[src/rtl/midi_syx_tx.sv]
// midi_syx_tx: outbound MIDI transmitter.
// Sends a SysEx patch dump as 8N1 UART at MIDI baud: F0, MFR_ID, channel byte,
// NUM_PARAMS parameter bytes read from patch RAM (masked to 7 bits), optional
// checksum, F7. Single pass-through bytes are accepted on a valid/ready
// handshake whenever the transmitter is idle. The bytes of a dump are sent
// back to back, with no gaps between them.
// Optional feature: define SYX_CHECKSUM_EN to insert the two's-complement
// checksum byte ahead of F7. Without it the frame is NUM_PARAMS+4 bytes.
module midi_syx_tx #(
    parameter int          BAUD_DIV   = 1600,
    parameter int          NUM_PARAMS = 128,
    parameter logic [7:0]  MFR_ID     = 8'h7D,
    parameter int          AW         = $clog2(NUM_PARAMS)
) (
    input  logic          reg_clk,
    input  logic          reset_reg_N,
    input  logic          dump_req,
    input  logic [3:0]    midi_ch,
    output logic [AW-1:0] param_addr,
    output logic          param_rd,
    input  logic [7:0]    param_data,
    input  logic [7:0]    tx_byte,
    input  logic          tx_byte_valid,
    output logic          tx_byte_ready,
    output logic          midi_txd,
    output logic          busy,
    output logic          byte_sent,
    output logic          dump_done
);

    localparam int            BW        = (BAUD_DIV > 1) ? $clog2(BAUD_DIV) : 1;
    localparam logic [BW-1:0] BAUD_TOP  = BW'(BAUD_DIV - 1);
    localparam logic [AW-1:0] LAST_ADDR = AW'(NUM_PARAMS - 1);

    typedef enum logic [2:0] {
        IDLE,
        HDR0,
        HDR1,
        HDR2,
        DATA,
`ifdef SYX_CHECKSUM_EN
        CSUM,
`endif
        EOX,
        SINGLE
    } state_t;

    state_t        state, next_state;

    // Serializer state
    logic [BW-1:0] baud_cnt;
    logic [3:0]    bit_cnt;
    logic [7:0]    shreg;
    logic          ser_active;

    // FSM -> serializer / datapath controls
    logic          load;
    logic [7:0]    load_data;
    logic          data_load;
    logic          dump_start;

    // Dump datapath
    logic [3:0]    ch_reg;
    logic [7:0]    data_reg;
    logic          rd_pend;
    logic          rd_done;
    logic [AW-1:0] data_idx;
`ifdef SYX_CHECKSUM_EN
    logic [6:0]    sum;
    logic [6:0]    csum;

    assign csum = ~sum + 7'd1;
`endif

    // byte_sent marks the last cycle of the stop bit; the FSM reloads in that
    // same cycle so the next start bit follows without a gap.
    assign byte_sent     = ser_active && (baud_cnt == '0) && (bit_cnt == 4'd9);
    assign dump_done     = byte_sent && (state == EOX);
    assign tx_byte_ready = (state == IDLE) && !dump_req;

    // Serializer: start bit, 8 data bits LSB first, stop bit; each BAUD_DIV cycles.
    // NOTE: sequential state uses non-blocking assignments so every register
    // samples the pre-edge values and simulation order cannot change the result.
    always_ff @(posedge reg_clk or negedge reset_reg_N) begin
        if (!reset_reg_N) begin
            ser_active <= 1'b0;
            baud_cnt   <= '0;
            bit_cnt    <= '0;
            shreg      <= '0;
            midi_txd   <= 1'b1;
        end else if (load) begin
            ser_active <= 1'b1;
            baud_cnt   <= BAUD_TOP;
            bit_cnt    <= '0;
            shreg      <= load_data;
            midi_txd   <= 1'b0;
        end else if (ser_active) begin
            if (baud_cnt != '0) begin
                baud_cnt <= baud_cnt - 1'b1;
            end else if (bit_cnt == 4'd9) begin
                ser_active <= 1'b0;
            end else begin
                baud_cnt <= BAUD_TOP;
                bit_cnt  <= bit_cnt + 1'b1;
                if (bit_cnt < 4'd8) begin
                    midi_txd <= shreg[0];
                    shreg    <= {1'b0, shreg[7:1]};
                end else begin
                    midi_txd <= 1'b1;
                end
            end
        end
    end

    // FSM state register
    always_ff @(posedge reg_clk or negedge reset_reg_N) begin
        if (!reset_reg_N) begin
            state <= IDLE;
        end else begin
            state <= next_state;
        end
    end

    // Next-state, serializer loads and prefetch strobes
    // NOTE: every output gets a default first so no path leaves a variable
    // unassigned, which would otherwise infer a latch.
    always_comb begin
        next_state = state;
        load       = 1'b0;
        load_data  = 8'h00;
        param_rd   = 1'b0;
        data_load  = 1'b0;
        dump_start = 1'b0;
        case (state)
            IDLE: begin
                if (dump_req) begin
                    next_state = HDR0;
                    load       = 1'b1;
                    load_data  = 8'hF0;
                    dump_start = 1'b1;
                end else if (tx_byte_valid && tx_byte_ready) begin
                    next_state = SINGLE;
                    load       = 1'b1;
                    load_data  = tx_byte;
                end
            end
            HDR0: begin
                if (byte_sent) begin
                    next_state = HDR1;
                    load       = 1'b1;
                    load_data  = MFR_ID;
                end
            end
            HDR1: begin
                // Parameter 0 is fetched while the channel byte goes out.
                if (byte_sent) begin
                    next_state = HDR2;
                    load       = 1'b1;
                    load_data  = {4'h0, ch_reg};
                    param_rd   = !rd_done;
                end
            end
            HDR2: begin
                if (byte_sent) begin
                    next_state = DATA;
                    load       = 1'b1;
                    load_data  = data_reg & 8'h7F;
                    data_load  = 1'b1;
                    param_rd   = !rd_done;
                end
            end
            DATA: begin
                if (byte_sent) begin
                    load = 1'b1;
                    if (data_idx == LAST_ADDR) begin
`ifdef SYX_CHECKSUM_EN
                        next_state = CSUM;
                        load_data  = {1'b0, csum};
`else
                        next_state = EOX;
                        load_data  = 8'hF7;
`endif
                    end else begin
                        load_data = data_reg & 8'h7F;
                        data_load = 1'b1;
                        param_rd  = !rd_done;
                    end
                end
            end
`ifdef SYX_CHECKSUM_EN
            CSUM: begin
                if (byte_sent) begin
                    next_state = EOX;
                    load       = 1'b1;
                    load_data  = 8'hF7;
                end
            end
`endif
            EOX: begin
                if (byte_sent) next_state = IDLE;
            end
            SINGLE: begin
                if (byte_sent) next_state = IDLE;
            end
            default: next_state = IDLE;
        endcase
    end

    // Dump datapath: channel latch, prefetch address/data, data index, checksum, busy
    always_ff @(posedge reg_clk or negedge reset_reg_N) begin
        if (!reset_reg_N) begin
            ch_reg     <= '0;
            data_reg   <= '0;
            rd_pend    <= 1'b0;
            rd_done    <= 1'b0;
            param_addr <= '0;
            data_idx   <= '0;
            busy       <= 1'b0;
`ifdef SYX_CHECKSUM_EN
            sum        <= '0;
`endif
        end else begin
            busy    <= (next_state != IDLE);
            rd_pend <= param_rd;
            if (rd_pend) data_reg <= param_data;

            if (dump_start) ch_reg <= midi_ch;

            // Address advances after each read and parks on the last one,
            // so it only moves when a read is issued.
            if (next_state == IDLE) begin
                param_addr <= '0;
                rd_done    <= 1'b0;
            end else if (param_rd) begin
                if (param_addr == LAST_ADDR) rd_done <= 1'b1;
                else                         param_addr <= param_addr + 1'b1;
            end

            if (dump_start)                        data_idx <= '0;
            else if (data_load && state == DATA)   data_idx <= data_idx + 1'b1;

`ifdef SYX_CHECKSUM_EN
            if (dump_start)     sum <= '0;
            else if (data_load) sum <= sum + load_data[6:0];
`endif
        end
    end

endmodule
[config.mk]
export PLATFORM = sky130hd
export DESIGN_NAME = midi_syx_tx
export DESIGN_NICKNAME = d
export VERILOG_FILES = /design/src/rtl/midi_syx_tx.sv
export SDC_FILE = /design/constraint.sdc
export NUM_CORES = 1
export LEC_CHECK = 0
export BUFFER_PORTS_ARGS = -buffer_cell sky130_fd_sc_hd__buf_2
export CORE_UTILIZATION = 58
export DETAILED_ROUTE_END_ITERATION = 8
export PLACE_DENSITY = 0.8
export SETUP_SLACK_MARGIN = 0.3
export SYNTH_ARGS = -nofsm -noshare
export SYNTH_HDL_FRONTEND = slang
export SYNTH_SLANG_ARGS = --single-unit
[constraint.sdc]
create_clock -name reg_clk -period 5.8 [get_ports reg_clk]
set_input_delay 0.29 -clock reg_clk [delete_from_list [all_inputs] [get_ports reg_clk]]
set_output_delay 0.29 -clock reg_clk [all_outputs]
set_load 0.01 [all_outputs]
==> impl_metrics.toml, run 1 <==
[drt]
postRouteWirelength_mm = 6.392
drtAntennaViolNets = 0
drt_iter0_markers = 155
drc_errors = 0
firstDrtPassIters = 4
via_per_inst = 5.816
routed-via-count = 2437
avgRoutedWirePerCell_um = 15.26

[logic_synthesis]
synth_edf_count = 0
yosysWarnings = 0
ys_types = 53
syn_nets = 351
ys.flop_type = "dfrtp_1"
synth_top_area_share_pct = 46.08
synth_area_leader_cell = "dfrtp_1"
syn_inst = 321
synthTopCellsByArea = "dfrtp_1, nand2_1, nor2_1"
synth.cell_area_um2 = 2987
ys_seq_elements = 56
syn_avg_cell_area_um2 = 9.304
yosysSeqAreaShare_pct = 46.96
async_flop_share_pct = 100.0

[timing]
slew_violations = 0
setup_viol = 0
rsz0062_at_grt = "no"
min_period_over_period_pct = 57.10
hold_viol = 0
timing.fmax_mhz = 302.0
max_slew_margin_pct = 27.67
fin_crit_ns = 3.312
finClkSkew_ns = 0.007536
tightest_slew_ns = 1.083
fin_setup_tns_ns = 0

[worst_setup_path]
r2r_cells = 9
endpoint_kind = "register"
cp_max_fo = 16
path_class = "reg2reg"
crit_arrival_ns = 3.51
crit_required_ns = 6.00
r2r-start = "baud_cnt[0]"
startpoint_type = "register"
r2r_slack_ns = 2.49
cp-startpoint = "baud_cnt[0]"

[layout]
drive_above_1_share_pct = 18.18
final_common_cell = "dfrtp_1"
nets = 381
final_core_util_pct = 68.00
area_growth_pct = 10.39
diodes = 0
top_regs = "baud_cnt x11, shreg x8"
regMostFlops = "baud_cnt"
largest_reg_flops = 11
final_cell_mix = "dfrtp_1, nand2_1, nor2_1"

[outcome]
status = "finished clean"

[pwr]
power_density_nw_per_um2 = 342.2
p_leak_nw = 1.496
peakVddDrop_uv = 238.9
fin_total_pwr_w = 0.001128

[grt]
grt_max_degree = 57
grt_overflow = 0
antenna_found_initial = 0
grt_pass1_vias = 2347
grt_usage_pct = 26.42
grt_pass1_wl_mm = 10.97

[place]
gp_congestion = 0.8117
numPortBuffers = 35
dp_hpwl_mm = 4.649

[min_path]
hold_class = "in2async"

[floorplan]
num_rows = 25
start_util_pct = 61.60
ios = 37
die_w_um = 73.76
core-area_um2 = 4848
die-area_um2 = 5441
die_y_um = 73.76

[cts]
ctsHoldBuffers = 0
cts_resized = 0
clk_latency_ns = 0.32
clk_pin_slew_worst_paths_ns = 0.11
cts-root-buf = "clkbuf_8"
clk_path_buf_depth = 2
cts.sinks = 56
cts_tree = "built"
post_cts_buffers = 0
cts_buffers = 5
h-tree-depth = 2

[flow_run]
cap_viol_max_count = 0
[power breakdown]
group | internal [W] | total [W] | switching, W
combinational | 0.000138 | 0.000358 | 0.000220
sequential | 0.000463 | 0.000543 | 0.0000804
clock | 0.0000890 | 0.000227 | 0.000138
[per-stage QoR]
stage	instance area [um2]	hold slack (ns)	cells	worst slack (ns)
floorplan	2987	-0.005591	321	3.002
global route	3297	0.1681	419	2.283
detailed placement	3201	0.4640	411	2.520
CTS	3297	0.1242	419	2.499
global placement	3201	0.4543	411	2.579
finish	3297	0.08740	419	2.488
[cells in the mapped netlist (all sizes together), types with 3 or more instances]
cell     number
a2111oi       4
a211oi        4
a21o          4
a21oi        20
a31oi         5
and2          3
and3          5
clkbuf       13
dfrtp        55
ha            6
inv           9
mux2          8
mux2i         3
nand2        45
nand3        13
nand4         3
nor2         39
nor2b         3
nor3         10
o21a          4
o21ai        12
o31ai         3
or3           5
xnor2        12
xor2          6
[final timing paths]
| kind | end |
|---|---|
| worst max-delay path | shreg[0] |
| worst min-delay path | bit_cnt[3] |
| worst max register to register | shreg[0] |
| worst min register to register | midi_txd |
| max in group asynchronous | baud_cnt[5] |
| min in group reg_clk | ch_reg[1] |
[layout make-up]
| type | count | area, um2 |
|---|---|---|
| clock buffer | 5 | 68.82 |
| sequential | 56 | 1403 |
| fill | 402 | 1551 |
| inverter | 9 | 33.78 |
| timing repair buffer | 37 | 190.2 |
| clock inverter | 3 | 27.53 |
| tap | 67 | 83.83 |
| multi-input combinational | 242 | 1490 |
[metal layers]
metal  vias to the layer above  part of all wire [%]  track usage (%)
li1                       1194                     -                -
met1                      1172                    44            34.90
met2                        62                    49            44.24
met3                         9                   5.6            5.350
met4                         0                   1.2            7.051
met5                         -                     0                0
[logic make-up (layout without fill, tap and decap cells)]
logic type                 after synthesis  after routing  synth area share, %
AOI/OAI and AO/OA                       69             69                16.09
buffers and inverters                   23             54                3.142
muxes                                   11             11                4.022
xor gates and xnor gates                18             18                5.279
and+or+nand+nor                        137            137                21.66
adders and majority gates                7              7                2.849
DFF                                     56             56                46.96
[worst max-delay path, cell delays in order (launching register included)]
cell and delay [ns]:
dfrtp_1 0.42, inv_1 0.10, ha_1 0.14, or4b_4 0.46, or4_4 0.60, inv_1 0.36
a21o_1 0.52, nand3_1 0.18, a211oi_1 0.29, o31ai_1 0.12
Power figures use the tool's default switching activity.
==> inputs of run 2 (changes only) <==
--- a/config.mk
+++ b/config.mk
@@ -5,10 +5,11 @@
 export SDC_FILE = /design/constraint.sdc
 export NUM_CORES = 1
 export LEC_CHECK = 0
+export ABC_AREA = 1
 export BUFFER_PORTS_ARGS = -buffer_cell sky130_fd_sc_hd__buf_2
-export CORE_UTILIZATION = 58
+export CORE_UTILIZATION = 53
 export DETAILED_ROUTE_END_ITERATION = 8
-export PLACE_DENSITY = 0.8
+export PLACE_DENSITY = 0.76
 export SETUP_SLACK_MARGIN = 0.3
 export SYNTH_ARGS = -nofsm -noshare
 export SYNTH_HDL_FRONTEND = slang
==> constraint.sdc (replaced) <==
create_clock -name reg_clk -period 2.8 [get_ports reg_clk]
set_input_delay 0.14 -clock reg_clk [delete_from_list [all_inputs] [get_ports reg_clk]]
set_output_delay 0.14 -clock reg_clk [all_outputs]
set_load 0.01 [all_outputs]
==> impl_metrics.toml, run 2 <==
[floorplan]
die_y_um = 82.28
die-area_um2 = 6770
core-area_um2 = 6061
ios = 37
start_util_pct = 56.36
num_rows = 28
die_w_um = 82.28

[timing]
rsz0062_at_grt = "no"
hold_ws_ns = 0.01132
timing.fmax_mhz = 434.1
min_period_over_period_pct = 82.27
max_slew_margin_pct = 58.89
finClkSkew_ns = 0.008933
setup_viol = 0
hold_viol = 0
slew_violations = 0
tightest_slew_ns = 0.6103
fin_crit_ns = 2.304
fin_setup_tns_ns = 0

[grt]
grt_usage_pct = 24.96
grt_overflow = 0
antenna_found_initial = 0
grt_pass1_wl_mm = 12.90
grt_pass1_vias = 2829
grt_max_degree = 44

[layout]
layout.cells.non_filler = 581
fillers = 551
seqCellArea_um2 = 1403
top_regs = "baud_cnt x11, shreg x8"
drive_above_1_share_pct = 15.81
fin_area_um2 = 3746
multiInputGateArea_um2 = 1713
diodes = 0
largest_reg_flops = 11
final_cell_mix = "nand2_1, inv_1, nor2_1, dfrtp_1, buf_2"
area_growth_pct = 9.670
regMostFlops = "baud_cnt"
final_common_cell = "nand2_1"
nets = 535

[cts]
cts_tree = "built"
clk_latency_ns = 0.32
cts.sinks = 56
cts_buffers = 5
cts-root-buf = "clkbuf_8"
clk_path_buf_depth = 2
h-tree-depth = 2
clk_pin_slew_worst_paths_ns = 0.10
post_cts_buffers = 0

[worst_setup_path]
cp_max_fo = 8
path_buf_inv = 3
endpoint_kind = "register"
crit_slowest_cell = "nand4_1"
r2r_cells = 10
critPathTopFamily = "simple AND/OR/NAND/NOR gates"
crit_required_ns = 3.06
path_cells = "inv_1, ha_1, nand2_1, nor2_2, nand4_1, nor3_1, inv_1, o21ai_0, nand2_1, inv_1"
crit_arrival_ns = 2.56
max_stage_delay_ns = 0.45
cp_num_cells = 10
crit_top_cell = "inv_1"
r2r_slack_ns = 0.50
path_class = "reg2reg"
startpoint_type = "register"

[drt]
avgRoutedWirePerCell_um = 13.13
via_per_inst = 5.286
drt_iter0_markers = 204
routed-via-count = 3071
drc_errors = 0
firstDrtPassIters = 4
postRouteWirelength_mm = 7.627
drtAntennaViolNets = 0

[outcome]
status = "finished clean"

[place]
gp_congestion = 0.8936
place_inst = 572
dp_hpwl_mm = 5.737
numPortBuffers = 35
placed_area_um2 = 3643

[logic_synthesis]
ys.flop_type = "dfrtp_1"
ys_seq_elements = 56
synth.most_common_cell = "nand2_1"
ys_types = 34
synth_top_area_share_pct = 40.29
synth.cell_area_um2 = 3416
syn_avg_cell_area_um2 = 7.299
yosysSeqAreaShare_pct = 41.06
syn_inst = 468
synthTopCellsByArea = "dfrtp_1, nand2_1, inv_1"
synth_edf_count = 0
synth_commonest_cells = "nand2_1, inv_1, dfrtp_1, nor2_1, nand3_1"
yosysWarnings = 0
syn_nets = 498
synth_area_leader_cell = "dfrtp_1"
async_flop_share_pct = 100.0

[flow_run]
cap_viol_max_count = 0

[min_path]
min_path_cells = 3
hold_class = "in2reg"

[pwr]
fin_total_pwr_w = 0.001309
peakVddDrop_uv = 217.8
power_density_nw_per_um2 = 349.4
p_leak_nw = 1.937
==> run 2: changes by cell type after synthesis, moves of 5 or more <==
cell | before | now
nand2_2 | 0 | 7
inv_2 | 0 | 5
and3_1 | 5 | 0
xnor2_1 | 12 | 1
clkbuf_1 | 13 | 3
nand4_1 | 2 | 11
nor2_1 | 39 | 55
nand3_1 | 13 | 34
o21ai_0 | 11 | 24
inv_1 | 9 | 60
mux2_2 | 8 | 3
nand2_1 | 45 | 134
nor2_2 | 0 | 8
==> run 2: final timing paths <==
path	end	startpoint
hold / removal	ch_reg[2]	midi_ch[2]
hold reg to reg	midi_txd	midi_txd
setup / recovery	rd_done	bit_cnt[1]
setup reg to reg	rd_done	bit_cnt[1]
max in group asynchronous	state[0]	reset_reg_N
min in group asynchronous	shreg[0]	reset_reg_N
==> run 2: logic make-up after synthesis <==
group           synth area share, %
simple gates                  36.63
buf+inv                       8.791
flops                         41.06
compound gates                8.022
xor+xnor                      2.308
fa+ha+maj                     2.198
mux                          0.9889
==> run 2: metal layers <==
layer	track usage (%)	routed length, um	vias to the layer above
li1	-	-	1565
met1	34.46	3781	1415
met2	40.25	3472	83
met3	4.066	288	8
met4	7.368	85	0
met5	0	0	-
==> run 2: tightest hold or removal path, delay by kind of cell <==
kind / cells / cell delay [ns]
buf+inv: 1 / 0.07
simple gates: 2 / 0.08
==> run 2: timing repair <==
item / 4_1_cts / 5_1_grt
hold buffers: 1 / 0
resized for setup: 0 / 0
hold endpoints to repair: 13 / 0
==> run 2: layout make-up <==
cell class / instances / area share [%]
flip-flops and latches: 56 / 37.44
well taps: 75 / 2.505
clock buffers: 6 / 2.204
repair buffers: 38 / 5.344
clock inverters: 2 / 0.2672
multi-input cells: 339 / 45.72
inverters: 65 / 6.513
==> run 2: stage by stage <==
stage          setup WS (ns)  util, %
2_1_floorplan         0.9278        -
4_1_cts               0.5873    61.81
5_1_grt               0.3873    61.81
3_3_place_gp          0.7101    60.12
6_report              0.4964    61.81
3_5_place_dp          0.6365    60.12
==> run 2: power by group <==
group | total [W] | internal (W) | switching (W)
Sequential | 0.000808 | 0.000808 | 0
Combinational | 0.0000337 | 0.0000125 | 0.0000212
Clock | 0.000467 | 0.000198 | 0.000269
Total | 0.00131 | 0.00102 | 0.000290
